===== src/rtl/vga_frame_capture.sv =====
// vga_frame_capture
// Samples an incoming VGA stream (HS/VS active-low, blank=1 on visible
// pixels), measures line/frame timing, and writes a 2x2-decimated image
// into video memory at (y/2)*320 + x/2.
//
// Ports:
//   vga_clock    pixel clock, the only clock
//   reset        synchronous, active-high
//   capture_en   level; arms capture and keeps continuous capture going
//   vga_hs/vs    sync inputs, active-low
//   vga_blank    1 = visible pixel
//   pixel_in     8-bit pixel
//   mem_wr_en    one-cycle write strobe
//   mem_address  17-bit write address
//   mem_data     write data
//   frame_done   one-cycle pulse at the end of each captured frame
//   capturing    high while in CAPTURE
//   locked       timing has matched H_TOTAL/V_TOTAL for two good frames
//   sync_error   sticky timing/geometry error, cleared on CAPTURE entry
//   line_period  last measured clocks per line
//   frame_lines  last measured lines per frame
module vga_frame_capture #(
    parameter int H_TOTAL  = 800,
    parameter int V_TOTAL  = 525,
    parameter int H_PIXELS = 640,
    parameter int V_PIXELS = 480
) (
    input  logic        vga_clock,
    input  logic        reset,
    input  logic        capture_en,
    input  logic        vga_hs,
    input  logic        vga_vs,
    input  logic        vga_blank,
    input  logic [7:0]  pixel_in,
    output logic        mem_wr_en,
    output logic [16:0] mem_address,
    output logic [7:0]  mem_data,
    output logic        frame_done,
    output logic        capturing,
    output logic        locked,
    output logic        sync_error,
    output logic [9:0]  line_period,
    output logic [9:0]  frame_lines
);

    localparam logic [10:0] H_TOT_L = 11'(H_TOTAL);
    localparam logic [10:0] V_TOT_L = 11'(V_TOTAL);
    localparam logic [10:0] H_PIX_L = 11'(H_PIXELS);
    localparam logic [10:0] V_PIX_L = 11'(V_PIXELS);
    localparam logic [16:0] ADDR_MAX = 17'd76799;

    typedef enum logic [1:0] {IDLE, ARM, CAPTURE} state_t;

    state_t      state;
    logic        s1_hs, s1_vs, s1_blank, s2_hs, s2_vs;
    logic [7:0]  s1_pix;
    logic [9:0]  h_cnt, line_cnt, x;
    logic [8:0]  y;
    logic        line_vis;
    logic        h_seen, v_seen;   // first edge after reset only starts measurement
    logic        frame_ok;         // every line of the current frame was good
    logic        prev_good;        // previous frame was good

    logic        hs_fall, vs_fall, h_sat, bad_line, bad_frame;
    logic        in_range, wr_cond, pix_err, enter_capture;
    logic [10:0] h_meas, lines_meas;
    logic [7:0]  yh;
    logic [16:0] addr_raw, addr_clamp;

    assign hs_fall = s2_hs & ~s1_hs;
    assign vs_fall = s2_vs & ~s1_vs;

    assign h_sat    = (h_cnt == 10'h3FF);
    assign h_meas   = {1'b0, h_cnt} + 11'd1;
    assign bad_line = hs_fall && h_seen && (h_sat || h_meas != H_TOT_L);

    // A simultaneous hs_fall belongs to the frame being closed.
    assign lines_meas = {1'b0, line_cnt} + {10'b0, hs_fall};
    assign bad_frame  = vs_fall && v_seen &&
                        (lines_meas >= 11'd1023 || lines_meas != V_TOT_L);

    assign in_range = ({1'b0, x} < H_PIX_L) && ({2'b0, y} < V_PIX_L);
    assign wr_cond  = (state == CAPTURE) && s1_blank && in_range && !x[0] && !y[0];
    assign pix_err  = s1_blank && !in_range;
    assign enter_capture = (state == ARM) && capture_en && vs_fall;

    // (y/2)*256 + (y/2)*64 + x/2
    assign yh         = y[8:1];
    assign addr_raw   = {1'b0, yh, 8'b0} + {3'b0, yh, 6'b0} + {8'b0, x[9:1]};
    assign addr_clamp = (addr_raw > ADDR_MAX) ? ADDR_MAX : addr_raw;

    // Input sampling keeps running through reset so edge detection never
    // sees a fabricated edge when reset is released.
    always_ff @(posedge vga_clock) begin
        s1_hs    <= vga_hs;
        s1_vs    <= vga_vs;
        s1_blank <= vga_blank;
        s1_pix   <= pixel_in;
        s2_hs    <= s1_hs;
        s2_vs    <= s1_vs;
    end

    always_ff @(posedge vga_clock) begin
        if (reset) begin
            state       <= IDLE;
            h_cnt       <= '0;
            line_cnt    <= '0;
            x           <= '0;
            y           <= '0;
            line_vis    <= 1'b0;
            h_seen      <= 1'b0;
            v_seen      <= 1'b0;
            frame_ok    <= 1'b0;
            prev_good   <= 1'b0;
            mem_wr_en   <= 1'b0;
            mem_address <= '0;
            mem_data    <= '0;
            frame_done  <= 1'b0;
            capturing   <= 1'b0;
            locked      <= 1'b0;
            sync_error  <= 1'b0;
            line_period <= '0;
            frame_lines <= '0;
        end else begin
            // line timing
            if (hs_fall) begin
                h_cnt  <= '0;
                h_seen <= 1'b1;
                if (h_seen)
                    line_period <= h_sat ? 10'h3FF : h_meas[9:0];
                if (line_cnt != 10'h3FF)
                    line_cnt <= line_cnt + 10'd1;
            end else if (!h_sat) begin
                h_cnt <= h_cnt + 10'd1;
            end

            // frame timing; overrides the line_cnt increment above
            if (vs_fall) begin
                line_cnt <= '0;
                v_seen   <= 1'b1;
                if (v_seen)
                    frame_lines <= lines_meas[10] ? 10'h3FF : lines_meas[9:0];
            end

            // pixel position
            if (hs_fall)
                x <= '0;
            else if (s1_blank && x != 10'h3FF)
                x <= x + 10'd1;

            if (vs_fall) begin
                y        <= '0;
                line_vis <= 1'b0;
            end else if (hs_fall) begin
                if (line_vis && y != 9'h1FF)
                    y <= y + 9'd1;
                line_vis <= 1'b0;
            end else if (s1_blank) begin
                line_vis <= 1'b1;
            end

            // lock tracking
            if (vs_fall) begin
                frame_ok <= 1'b1;
                if (v_seen)
                    prev_good <= !(bad_frame || bad_line || !frame_ok);
            end else if (bad_line) begin
                frame_ok <= 1'b0;
            end

            if (bad_line || bad_frame)
                locked <= 1'b0;
            else if (vs_fall && v_seen && frame_ok && prev_good)
                locked <= 1'b1;

            // an error seen in the same cycle as CAPTURE entry is kept
            if (bad_line || bad_frame || pix_err)
                sync_error <= 1'b1;
            else if (enter_capture)
                sync_error <= 1'b0;

            // memory write port
            mem_wr_en <= wr_cond;
            if (wr_cond) begin
                mem_address <= addr_clamp;
                mem_data    <= s1_pix;
            end

            // capture control
            frame_done <= 1'b0;
            case (state)
                IDLE: begin
                    capturing <= 1'b0;
                    if (capture_en)
                        state <= ARM;
                end
                ARM: begin
                    if (!capture_en) begin
                        state     <= IDLE;
                        capturing <= 1'b0;
                    end else if (vs_fall) begin
                        state     <= CAPTURE;
                        capturing <= 1'b1;
                    end
                end
                CAPTURE: begin
                    // a frame in progress always completes
                    if (vs_fall) begin
                        frame_done <= 1'b1;
                        if (!capture_en) begin
                            state     <= IDLE;
                            capturing <= 1'b0;
                        end
                    end
                end
                default: begin
                    state     <= IDLE;
                    capturing <= 1'b0;
                end
            endcase
        end
    end

endmodule


===== config.mk =====
export PLATFORM = sky130hd
export DESIGN_NAME = vga_frame_capture
export DESIGN_NICKNAME = d
export VERILOG_FILES = /design/src/rtl/vga_frame_capture.sv
export SDC_FILE = /design/constraint.sdc
export NUM_CORES = 1
export LEC_CHECK = 0
export ABC_AREA = 1
export ABC_CLOCK_PERIOD_IN_PS = 3000
export BUFFER_PORTS_ARGS = -buffer_cell sky130_fd_sc_hd__buf_2
export CORE_ASPECT_RATIO = 0.75
export CORE_UTILIZATION = 58
export CTS_BUF_LIST = sky130_fd_sc_hd__clkbuf_16
export CTS_CLUSTER_DIAMETER = 80
export DETAILED_ROUTE_END_ITERATION = 12
export GPL_TIMING_DRIVEN = 0
export PLACE_DENSITY = 0.8
export SETUP_SLACK_MARGIN = 0.4
export SYNTH_ARGS = -nofsm -noshare
export SYNTH_HDL_FRONTEND = slang
export SYNTH_SLANG_ARGS = --single-unit

===== constraint.sdc =====
create_clock -name vga_clock -period 3 [get_ports vga_clock]
set_input_delay 0.15 -clock vga_clock [delete_from_list [all_inputs] [get_ports vga_clock]]
set_output_delay 0.15 -clock vga_clock [all_outputs]
set_load 0.03 [all_outputs]

After elaboration in Yosys (flattened, before gate mapping). Index checks and enable logic that the tools add are counted.

Add/sub/neg operators: 8. Multipliers: 0. Divide/modulo/power cells: 0. $lt $le $gt $ge: 4. Equal/unequal tests: 12. Shift-type cells: 0. Multiplexer cells: 19. Bitwise logic cells: 5. Reduce and logical (&&, ||, !) cells: 40.

Operators by type and width (number): $add 10x1->10 const B (3); $ne 11x10->1 const B (2); $mux 10 (2); $ne 10x10->1 const B (2); $add 16x14->17 (1); $add 17x9->17 (1); $gt 17x17->1 const B (1); $mux 17 (1); $logic_and 1x1->1 (16); $add 10x1->11 (1); $add 10x1->11 const B (1); $ge 11x10->1 const B (1); $eq 10x10->1 const B (1); $lt 10x10->1 const B (1); $mux 2 (5); $add 9x1->9 const B (1); $lt 9x9->1 const B (1); $mux 1 (9); $ne 9x9->1 const B (1); $reduce_and 2->1 (4); $reduce_or 2->1 (4); $ne 2x2->1 const B (3); $pmux 2 s3 (1); $logic_not 1->1 (5); 12 further kinds (20).

Bits in registers: 109. Bits in latches: 0. RAM bits: 0. Bits in read-only memories: 0. Input port bits: 14. Output and inout bits: 50. Word-level logic and storage cells: 113. Memories kept: 0.

Depth between registers and ports, before layout. Gate-level depths: netlist (run 1).

Depth after elaboration: 9. Depth in mapped cells: 16. Mapped depth without buffers: 16.

Least setup slack after synthesis (run 1). No wires, ideal clock.

Path type: reg2reg. Start point: register y[1]. End point: register mem_address[1]. Library setup time: 70 ps. Arrival: 2351 ps. Required time: 2930 ps. Path slack: 579 ps. Cell stages (with the launch flop): 15. Buffers on the path: 1. Clock period less this slack: 2421 ps. Cell sequence: dfxtp_1 > inv_1 > fa_1 > inv_1 > fa_1 > nand2_1 > nand2_1 > nand3b_1 > nand2_1 > a21oi_1 > nor2_1 > nand2_1 > nand2_2 > buf_6 > a21oi_1.

Cells in the longest elaborated chain, start to end: 5. Elaborated cells between the ends (all ways): 9. Those cells by class: add/sub: 2; order compare: 2; mux: 1; reduce/logical: 4.

Ends and longest elaborated chain: start: declaration (line 58) `logic [8:0] y;`; start signal: assignment (line 156) `y <= y + 9'd1;`; branches (longest 5 deep; another with $add 16x14->17); end signal: assignment (line 185) `mem_address <= addr_clamp;`; end: declaration (line 36) `output logic [16:0] mem_address,`.

Parallel ways; which one is timed is not known. A chain may end at the register's enable or synchronous reset.

Worst setup path in the final report (run 1).
Start point: register x[8]. End point: register mem_address[1].

Cells in the longest elaborated chain, start to end: 5. Elaborated cells between the ends (all ways): 8. Those cells by class: add/sub: 1; order compare: 2; mux: 1; reduce/logical: 4.

Ends and longest elaborated chain: start: declaration (line 57) `logic [9:0] h_cnt, line_cnt, x;`; start signal: assignment (line 149) `x <= x + 10'd1;`; branches (longest 5 deep; another with $add 17x9->17).

Parallel ways; which one is timed is not known.

==> results of run 1 <==
state kept, by name (all words and copies together), names as in the netlist, 2 cells and up:
signal,flops
h_cnt,10
s1_pix,8
line_period,10
mem_address,17
line_cnt,10
state,2
mem_data,8
x,10
frame_lines,10
y,9
worst max-delay path: stages, from the launching register on:
cell	delay, ps
dfxtp_1	450
ha_1	280
ha_1	240
fa_2	400
nand2_2	70
nand2_1	80
nand3b_1	120
nand2_1	90
a21oi_2	160
nor2_1	60
nand2_2	80
nand2_4	80
buf_6	150
a21oi_1	120
cells in the final DEF, fill, tap and decap left out, types with 8 or more instances in the layout:
cell type,Yosys,layout
nor2_2,8,8
buf_2,7,69
clkbuf_1,9,9
a21oi_1,52,44
xor2_1,8,8
dfxtp_1,109,106
clkbuf_16,0,9
inv_1,95,92
nand3_1,29,29
a21oi_2,2,10
dlygate4sd3_1,0,11
nor2_1,73,73
o211ai_1,11,11
nand2_1,150,147
o21ai_0,50,49
ha_1,23,23
power by group through the flow:
| stage | sequential [mW] | clock (mW) | combinational, mW |
|---|---|---|---|
| after floorplan | 1.55 | 0 | 0.0830 |
| after global placement | 1.53 | 0 | 0.153 |
| after detailed placement | 1.53 | 0 | 0.158 |
| after CTS | 1.50 | 1.25 | 0.171 |
| after global routing | 1.50 | 1.30 | 0.192 |
| final | 1.50 | 1.23 | 0.174 |
through the flow:
| step | setup slack, ps | cell area, sq um |
|---|---|---|
| finish | 551 | 6070 |
| global placement | 382 | 5560 |
| CTS | 410 | 6030 |
| floorplan | 579 | 5120 |
| global route | 418 | 6070 |
| detailed placement | 325 | 5560 |
kinds of logic (layout without fill, tap and decap cells):
kind of cell    after synthesis  in the layout  share of synthesized area
simple gates                296            296                      0.253
compound gates              132            132                      0.144
buf+inv                     118            212                     0.0912
flops                       109            109                      0.427
fa+ha+maj                    25             25                     0.0641
xor+xnor                     12             12                     0.0205
layout make-up:
class	count	area, sq um	area share
Clock inverter	7	78.8	0.0130
Multi-Input combinational cell	465	2510	0.414
Buffer	19	95.1	0.0157
Sequential cell	109	2190	0.360
Tap cell	108	135	0.0223
Clock buffer	9	225	0.0371
Timing Repair Buffer	78	462	0.0761
Inverter	99	372	0.0613
what timing repair did:
action | CTS | global route
buffers inserted | 3 | 1
setup endpoints to repair | 12 | 15
pin swaps | 3 | 8
endpoints found under the hold margin | 11 | 0
hold buffers | 11 | 0
gates resized for setup | 9 | 13
cloned | 1 | 0
per-layer routing:
metal  share of wire  global-route usage
met2            0.45               0.461
met5               0                   0
met1            0.47               0.362
met4           0.013              0.0812
met3           0.063              0.0766
worst paths after layout:
check	end	slack, ps	cells past startpoint
setup / recovery	mem_address[1]	550	13
hold / removal	state[0]	70	3
setup reg to reg	mem_address[1]	550	13
hold reg to reg	s2_hs	350	0
==> qor.yml, run 1 <==
status:
  status: "complete, no violations"
timing:
  skew_ps: 9.33
  fin_tns_setup_ps: 0
  finalHoldViolations: 0
  drv_slew: 0
  layout_worst_path_cycle_share: 0.816
  relSlewSlack: 0.569
  fmax_mhz: 408
  whs_ps: 72.8
  rsz0062_at_grt: "false"
  period_needed_ps: 2450
  setup_viol: 0
  worst_pin_slew_ps: 646
hold_path:
  min_from: "capture_en"
  hp-class: "in2reg"
synth:
  syn_inst: 692
  synth_nets: 731
  ys_top_cells_by_area: "dfxtp_1 43%, nand2_1 11%, inv_1 7.0%, ha_1 5.6%, nor2_1 5.4%"
  netlist_area_sq_um: 5120
  ys_ff_latch: 109
  ys.warnings.count: 0
  synth.most_common_cell: "nand2_1"
  synth_edf_count: 0
  async_flop_share: 0
  syn_avg_cell_area_sq_um: 7.39
  synthDistinctLibCells: 44
  synth_flop_cell: "dfxtp_1"
  yosysSeqAreaShare: 0.427
  yosys.area.top_type: "dfxtp_1"
  synth_top_area_frac: 0.427
  synth_commonest_cells: "150 x nand2_1, 109 x dfxtp_1, 95 x inv_1"
clocking:
  clock_latency_ps: 360
  cts-buffers-inserted: 9
  cts_buffer_depth: 2
  clk_pin_slew_worst_paths_ps: 80
  cts_sinks: 109
  cts-root-buf: "clkbuf_16"
  cts_tree: "built"
  htree_levels: 3
grt:
  grt_pass1_wl_um: 21000
  grt_pass1_vias: 4668
  grt_max_degree: 20
  grt-ovfl-total: 0
  grt_use_total: 0.281
  grt_antenna_before_repair: 0
detailed_routing:
  firstDrtPassIters: 5
  num_vias: 4792
  route.detailed.drc: 0
  viasPerCell: 5.36
  wl_um: 12200
  ant_nets: 0
  wire_per_inst_um: 13.7
  drt-initial-drc-count: 319
power_and_ir_drop:
  switching_share: 0.244
  vdd_drop_max_v: 0.000561
  pwr-share-seq: 0.516
  power_frac_comb: 0.060
  p_leak_nw: 2.92
  p_sw_mw: 0.708
  p_clk_frac: 0.424
  power-per-cell-area_nw_per_um2: 479
  power_mw: 2.91
  internal-power_mw: 2.20
floorplan:
  start_util: 0.603
  die_area_sq_um: 9200
  io_pins: 64
  core_area_sq_um: 8490
  die_w_um: 110
  row_count: 29
  die_h_um: 83.3
placed_design:
  dpl.cell_count: 862
  gp_congestion: 0.845
  dp.final_hpwl_um: 8510
  io_buffers: 62
layout:
  fillers: 686
  area_delta_synth_final_pct: 18.6
  drive_gt1_frac: 0.181
  num_antenna_cells: 0
  final_util: 0.714
  fin_cells: 894
  fin_nets: 820
critical_path:
  worstSetupStartpointType: "flip-flop"
  worstPathMaxFanout: 6
  cp.arrival_ps: 2740
  critical_path_class: "reg2reg"
  r2r_start: "x[8]"
  crit_start: "x[8]"
  worstPathRequired_ps: 3290
  endpoint_kind: "flip-flop"
job:
  max-cap-violations: 0
Note: power is estimated with default switching activity, not from simulation.
==> run 2: changes to the inputs <==
--- a/config.mk
+++ b/config.mk
@@ -5,16 +5,16 @@
 export SDC_FILE = /design/constraint.sdc
 export NUM_CORES = 1
 export LEC_CHECK = 0
-export ABC_AREA = 1
-export ABC_CLOCK_PERIOD_IN_PS = 3000
+export ABC_AREA = 0
+export ABC_CLOCK_PERIOD_IN_PS = 2500
 export BUFFER_PORTS_ARGS = -buffer_cell sky130_fd_sc_hd__buf_2
 export CORE_ASPECT_RATIO = 0.75
-export CORE_UTILIZATION = 58
+export CORE_UTILIZATION = 57
 export CTS_BUF_LIST = sky130_fd_sc_hd__clkbuf_16
 export CTS_CLUSTER_DIAMETER = 80
 export DETAILED_ROUTE_END_ITERATION = 12
 export GPL_TIMING_DRIVEN = 0
-export PLACE_DENSITY = 0.8
+export PLACE_DENSITY = 0.79
 export SETUP_SLACK_MARGIN = 0.4
 export SYNTH_ARGS = -nofsm -noshare
 export SYNTH_HDL_FRONTEND = slang
==> constraint.sdc (replaced) <==
create_clock -name vga_clock -period 2.5 [get_ports vga_clock]
set_input_delay 0.125 -clock vga_clock [delete_from_list [all_inputs] [get_ports vga_clock]]
set_output_delay 0.125 -clock vga_clock [all_outputs]
set_load 0.03 [all_outputs]
==> run 2 against run 1 <==
  * Worst hold slack worse by 12 ps
  * First-iteration DRC count up 7.5%
  * Sequential share of layout area up 0.68 points
  * Largest power group unchanged
  * Utilization up 2.6 points
  * The run now ends with setup timing left
  * Highest routed layer unchanged
  * Register-to-register slack worse by 720 ps
  * Area after synthesis down 4.3%
  * Clock-buffer cell count unchanged
  * Combinational power up 5%
  * Critical path type unchanged
==> qor.yml, run 2 <==
layout:
  fin_nets: 699  # was 820
  area_delta_synth_final_pct: 22.4  # was 18.6%
  drive_gt1_frac: 0.223  # was 0.181
  final_util: 0.741  # was 0.714
  mostFrequentLayoutCells: "98 x dfxtp_1, 75 x nor2_1, 64 x buf_2, 48 x nand2_1, 47 x a21oi_1"  # was 147 x nand2_1, 106 x dfxtp_1, 92 x inv_1, 73 x nor2_1, 69 x buf_2
  top_register: "mem_address"  # unchanged
  layout_commonest_cell: "dfxtp_1"  # was nand2_1
  final_area_sq_um: 5990  # was 6070 sq um
  num_antenna_cells: 0  # unchanged
  fillers: 596  # was 686
  largest_reg_flops: 17  # unchanged
  fin_cells: 768  # was 894
critical_path:
  rrSetupSlack_ps: -170  # was 550 ps
  endpoint: "mem_address[11]"  # was mem_address[1]
  worstSetupStartpointType: "flip-flop"  # unchanged
  r2r_end: "mem_address[11]"  # was mem_address[1]
  rr_worst_depth: 11  # was 13
  worstPathMaxFanout: 6  # unchanged
  worstPathRequired_ps: 2770  # was 3290 ps
  endpoint_kind: "flip-flop"  # unchanged
  crit_start: "y[1]"  # was x[8]
  r2r_start: "y[1]"  # was x[8]
  critical_path_class: "reg2reg"  # unchanged
  cp.arrival_ps: 2940  # was 2740 ps
placed_design:
  dp.final_hpwl_um: 8130  # was 8510 um
  io_buffers: 62  # unchanged
  dpl_cell_area_sq_um: 5350  # was 5560 sq um
  dp_slack_ps: -321  # was 325 ps
  gp_congestion: 0.874  # was 0.845
  dpl.cell_count: 729  # was 862
grt:
  grt_pass1_vias: 3842  # was 4668
  grt_use_total: 0.270  # was 0.281
  grt_max_degree: 16  # was 20
  grt-ovfl-total: 0  # unchanged
  grt_antenna_before_repair: 0  # unchanged
  grt_pass1_wl_um: 18500  # was 21000 um
clocking:
  cts_tree: "built"  # unchanged
  cts-buffers-inserted: 9  # unchanged
  clk_pin_slew_worst_paths_ps: 70  # was 80 ps
  cts_sinks: 109  # unchanged
  htree_levels: 3  # unchanged
  cts_buffer_depth: 2  # unchanged
  cts-root-buf: "clkbuf_16"  # unchanged
  clock_latency_ps: 350  # was 360 ps
floorplan:
  die_w_um: 109  # was 110 um
  row_count: 28  # was 29
  start_util: 0.605  # was 0.603
  io_pins: 64  # unchanged
  core_area_sq_um: 8090  # was 8490 sq um
  die_h_um: 82.3  # was 83.3 um
  die_area_sq_um: 8970  # was 9200 sq um
detailed_routing:
  met1Wirelength_um: 5730  # was 5810 um
  wire_per_inst_um: 15.6  # was 13.7 um
  wl_um: 12000  # was 12200 um
  num_vias: 4391  # was 4792
  wl_met3_um: 687  # was 767 um
  viasPerCell: 5.72  # was 5.36
  route.detailed.drc: 0  # unchanged
  ant_nets: 0  # unchanged
  met2_length_um: 5440  # was 5500 um
  drt-initial-drc-count: 343  # was 319
  top_layer_used: "met4"  # unchanged
  firstDrtPassIters: 5  # unchanged
synth:
  async_flop_share: 0  # unchanged
  yosysSeqAreaShare: 0.446  # was 0.427
  ys_top_cells_by_area: "dfxtp_1 45%, nor2_1 5.9%, ha_1 5.9%, a21oi_1 5.3%, nand2_1 3.7%"  # was dfxtp_1 43%, nand2_1 11%, inv_1 7.0%, ha_1 5.6%, nor2_1 5.4%
  synth_commonest_cells: "109 x dfxtp_1, 77 x nor2_1, 52 x a21oi_1"  # was 150 x nand2_1, 109 x dfxtp_1, 95 x inv_1
  synth_nets: 601  # was 731
  synth_edf_count: 0  # unchanged
  synth_top_area_frac: 0.446  # was 0.427
  ys.warnings.count: 0  # unchanged
  netlist_area_sq_um: 4900  # was 5120 sq um
  synthDistinctLibCells: 59  # was 44
  ys_ff_latch: 109  # unchanged
  yosys.area.top_type: "dfxtp_1"  # unchanged
  syn_inst: 562  # was 692
  synth.most_common_cell: "dfxtp_1"  # was nand2_1
  syn_avg_cell_area_sq_um: 8.71  # was 7.39 sq um
  synth_flop_cell: "dfxtp_1"  # unchanged
timing:
  whs_ps: 60.5  # was 72.8 ps
  fin_tns_setup_ps: -1760  # was 0 ps
  setup_viol: 14  # was 0
  skew_ps: 8.99  # was 9.33 ps
  relSlewSlack: 0.538  # was 0.569
  worst_pin_slew_ps: 691  # was 646 ps
  setup_ws_ps: -169  # was 551 ps
  rsz0062_at_grt: "true"  # was false
  fmax_mhz: 375  # was 408 MHz
  finalHoldViolations: 0  # unchanged
  drv_slew: 0  # unchanged
  period_needed_ps: 2670  # was 2450 ps
  layout_worst_path_cycle_share: 1.07  # was 0.816
power_and_ir_drop:
  switching_share: 0.228  # was 0.244
  power_mw: 3.23  # was 2.91 mW
  p_leak_nw: 2.47  # was 2.92 nW
  power_frac_comb: 0.056  # was 0.060
  internal-power_mw: 2.49  # was 2.20 mW
  pwr-share-seq: 0.557  # was 0.516
  power-per-cell-area_nw_per_um2: 539  # was 479 nW/um^2
  p_clk_frac: 0.387  # was 0.424
  p_sw_mw: 0.737  # was 0.708 mW
  vdd_drop_max_v: 0.000506  # was 0.000561 V
job:
  max-cap-violations: 0  # unchanged
hold_path:
  hp-class: "in2reg"  # unchanged
status:
  status: "finished with violations"  # was complete, no violations
  violations: "setup timing"
[run 2: final cells by class]
type                            instances  area (sq um)  share of cell area
Inverter                               13          48.8             0.00814
Clock inverter                          5          22.5             0.00376
Multi-Input combinational cell        411          2700               0.450
Tap cell                              105           131              0.0219
Buffer                                 29           141              0.0236
Sequential cell                       109          2200               0.367
Timing Repair Buffer                   87           526              0.0877
Clock buffer                            9           225              0.0376
[run 2: per-layer routing]
| metal | up-vias | GRT usage |
|---|---|---|
| li1 | 2163 | - |
| met1 | 2094 | 0.368 |
| met2 | 118 | 0.425 |
| met3 | 16 | 0.0683 |
| met4 | 0 | 0.0743 |
| met5 | - | 0 |
[run 2: cells by family after synthesis]
kind of cell             Yosys count  share of synthesized area
multiplexers                      10                     0.0204
buffers and inverters             42                     0.0355
AND/OR/NAND/NOR                  211                      0.205
adder cells (fa/ha/maj)           25                     0.0670
AO/OA/AOI/OAI                    131                      0.166
XOR/XNOR                          34                     0.0608
flip-flops                       109                      0.446
[run 2: power groups by stage]
stage / registers [mW] / clock network, mW / logic (mW)
global placement: 1.84 / 0 / 0.150
CTS: 1.80 / 1.26 / 0.175
floorplan: 1.86 / 0 / 0.0809
global route: 1.80 / 1.35 / 0.199
finish: 1.80 / 1.25 / 0.182
detailed placement: 1.84 / 0 / 0.155
[run 2: repair_timing]
item,CTS,global route
buffers inserted,8,5
hold buffers,11,0
pin swaps,13,10
endpoints found under the hold margin,11,0
resized for setup,27,20
cloned,1,0
endpoints found under the setup margin,34,40
[run 2: worst min path at each step]
stage / end / startpoint / depth (start not counted) / slack, ps
floorplan: s1_blank / vga_blank / 0 / 150
global placement: s1_pix[3] / pixel_in[3] / 1 / 230
detailed placement: s1_pix[1] / pixel_in[1] / 1 / 230
CTS: state[0] / capture_en / 3 / 60
global route: state[0] / capture_en / 3 / 90
finish: state[0] / capture_en / 3 / 60
[run 2: critical path: stages (launching register included)]
cell and delay, ps:
dfxtp_4 350, inv_2 30, fa_1 550, inv_2 50, fa_2 360, a211o_1 280, nand3_1 110, o211ai_1 110
a31oi_2 250, o21bai_4 140, buf_4 160, a211oi_2 200
==> run 3: changes to the inputs <==
--- a/config.mk
+++ b/config.mk
@@ -14,7 +14,7 @@
 export CTS_CLUSTER_DIAMETER = 80
 export DETAILED_ROUTE_END_ITERATION = 12
 export GPL_TIMING_DRIVEN = 0
-export PLACE_DENSITY = 0.79
+export PLACE_DENSITY = 0.81
 export SETUP_SLACK_MARGIN = 0.4
 export SYNTH_ARGS = -nofsm -noshare
 export SYNTH_HDL_FRONTEND = slang
==> constraint.sdc (replaced) <==
create_clock -name vga_clock -period 2.5 [get_ports vga_clock]
set_input_delay 0.125 -clock vga_clock [delete_from_list [all_inputs] [get_ports vga_clock]]
set_output_delay 0.125 -clock vga_clock [all_outputs]
set_load 0.01 [all_outputs]
==> run 3 against run 2 <==
  * The flow still finishes with violations (setup timing)
  * Routed wire length rose by 3.4%
  * Die area did not move
  * Via count increased by 0.64%
  * Critical path depth unchanged
  * Clock power increased by 29%
  * Clock-buffer cell count unchanged
  * Power up 11%
  * Sequential power about the same
  * Register-to-register slack gained 30 ps
  * Non-clock buffer count grew 3
  * Critical endpoint is now mem_address[1]
  * Largest power group unchanged
==> qor.yml, run 3 (synthesized netlist as in run 2, its figures left out) <==
status:
  status: "finished with violations"  # unchanged
  violations: "setup timing"  # unchanged
clocking:
  htree_levels: 3  # unchanged
  cts_sinks: 109  # unchanged
  clock_latency_ps: 350  # about the same
  cts_buffer_depth: 2  # unchanged
  cts_tree: "built"  # unchanged
  cts-buffers-inserted: 9  # unchanged
  clk_pin_slew_worst_paths_ps: 70  # about the same
  cts-root-buf: "clkbuf_16"  # unchanged
timing:
  skew_ps: 6.35  # was 8.99 ps
  setup_ws_ps: -143  # was -169 ps
  setup_viol: 14  # unchanged
  fin_tns_setup_ps: -1390  # was -1760 ps
  layout_worst_path_cycle_share: 1.06  # was 1.07
  rsz0062_at_grt: "true"  # unchanged
  period_needed_ps: 2640  # was 2670 ps
  fmax_mhz: 378  # was 375 MHz
  worst_pin_slew_ps: 626  # was 691 ps
  finalHoldViolations: 0  # unchanged
  drv_slew: 0  # unchanged
  relSlewSlack: 0.583  # was 0.538
hold_path:
  hold-path-cell-count: 3  # unchanged
  hp-class: "in2reg"  # unchanged
job:
  max-cap-violations: 0  # unchanged
floorplan:
  core_area_sq_um: 8090  # unchanged
  start_util: 0.605  # unchanged
  row_count: 28  # unchanged
  die_w_um: 109  # unchanged
  io_pins: 64  # unchanged
  die_area_sq_um: 8970  # unchanged
  die_h_um: 82.3  # unchanged
layout:
  fillers: 543  # was 596
  mostFrequentLayoutCells: "97 x dfxtp_1, 74 x nor2_1, 64 x buf_2, 47 x nand2_1, 46 x a21oi_1"  # was 98 x dfxtp_1, 75 x nor2_1, 64 x buf_2, 48 x nand2_1, 47 x a21oi_1
  area_delta_synth_final_pct: 26.6  # was 22.4%
  fin_nets: 702  # was 699
  layout_commonest_cell: "dfxtp_1"  # unchanged
  final_util: 0.766  # was 0.741
  drive_gt1_frac: 0.247  # was 0.223
  largest_reg_flops: 17  # unchanged
  top_register: "mem_address"  # unchanged
  num_antenna_cells: 0  # unchanged
detailed_routing:
  viasPerCell: 5.72  # about the same
  drt-initial-drc-count: 275  # was 343
  wl_um: 12400  # was 12000 um
  wire_per_inst_um: 16.1  # was 15.6 um
  ant_nets: 0  # unchanged
  route.detailed.drc: 0  # unchanged
  firstDrtPassIters: 4  # was 5
  num_vias: 4419  # was 4391
power_and_ir_drop:
  power-per-cell-area_nw_per_um2: 577  # was 539 nW/um^2
  p_leak_nw: 2.54  # was 2.47 nW
  vdd_drop_max_v: 0.000545  # was 0.000506 V
placed_design:
  gp_congestion: 0.852  # was 0.874
  io_buffers: 62  # unchanged
  dp.final_hpwl_um: 8270  # was 8130 um
  dp_slack_ps: -265  # was -321 ps
critical_path:
  critical_path_class: "reg2reg"  # unchanged
  worstPathRequired_ps: 2730  # was 2770 ps
  worstSetupStartpointType: "flip-flop"  # unchanged
  cp.arrival_ps: 2870  # was 2940 ps
  worstPathMaxFanout: 6  # unchanged
  endpoint_kind: "flip-flop"  # unchanged
  rr_worst_depth: 11  # unchanged
grt:
  grt_max_degree: 18  # was 16
  grt_antenna_before_repair: 0  # unchanged
  grt_pass1_wl_um: 19200  # was 18500 um
  grt-ovfl-total: 0  # unchanged
  grt_use_total: 0.280  # was 0.270
  grt_pass1_vias: 4034  # was 3842
==> run 3: cell count changes in the layout (fill, tap and decap cells not counted), sizes merged <==
cell and delta:
clkinv +1, inv -2, buf +3, bufinv +3
==> run 3: power breakdown <==
part           switching, mW  internal (mW)
sequential            0.0297           1.77
combinational         0.0950         0.0694
clock                  0.636          0.975
==> run 3: path summary, 6_finish.rpt <==
path         startpoint              to  slack [ps]
max                y[1]  mem_address[1]        -140
min          capture_en        state[0]          50
max reg2reg        y[1]  mem_address[1]        -140
min reg2reg       s1_hs           s2_hs         350
==> run 3: layout make-up <==
class	instances	area [sq um]	share of cell area
Buffer	29	143	0.0230
Clock buffer	9	225	0.0363
Clock inverter	7	114	0.0184
Inverter	13	48.8	0.00787
Multi-Input combinational cell	411	2770	0.447
Sequential cell	109	2200	0.356
Tap cell	105	131	0.0212
Timing Repair Buffer	90	559	0.0902
==> run 3: through the flow <==
step | total power, mW | hold WS, ps | instance area, sq um | std cells
global route | 3.68 | 65.9 | 6200 | 773
floorplan | 1.92 | 153 | 4910 | 562
CTS | 3.57 | 53.1 | 6050 | 767
finish | 3.58 | 54.2 | 6200 | 773
global placement | 1.97 | 227 | 5350 | 729
detailed placement | 1.97 | 229 | 5350 | 729
==> run 3: layer usage <==
| layer | vias up | routed length, um | global-route usage |
|---|---|---|---|
| met5 | - | 0 | 0 |
| met4 | 0 | 197 | 0.0811 |
| met3 | 22 | 898 | 0.0793 |
| met2 | 154 | 5710 | 0.459 |
| met1 | 2071 | 5610 | 0.361 |
| li1 | 2172 | - | - |
==> run 3: worst max-delay path, stage by stage (launching register included) <==
cell and delay (ps):
dfxtp_4 350, inv_2 40, fa_1 540, inv_2 50, fa_2 380, a211o_1 280, a21o_1 170, o211ai_1 90
a31oi_2 140, o21bai_4 250, buf_6 170, a31oi_1 80
==> run 3: timing repair <==
action                     CTS  global route
gates resized for setup     39            29
cloned                       1             0
setup buffers               10             6
hold buffers                11             0
hold endpoints to repair    11             0
setup endpoints to repair   33            45
pin swaps                   19            14
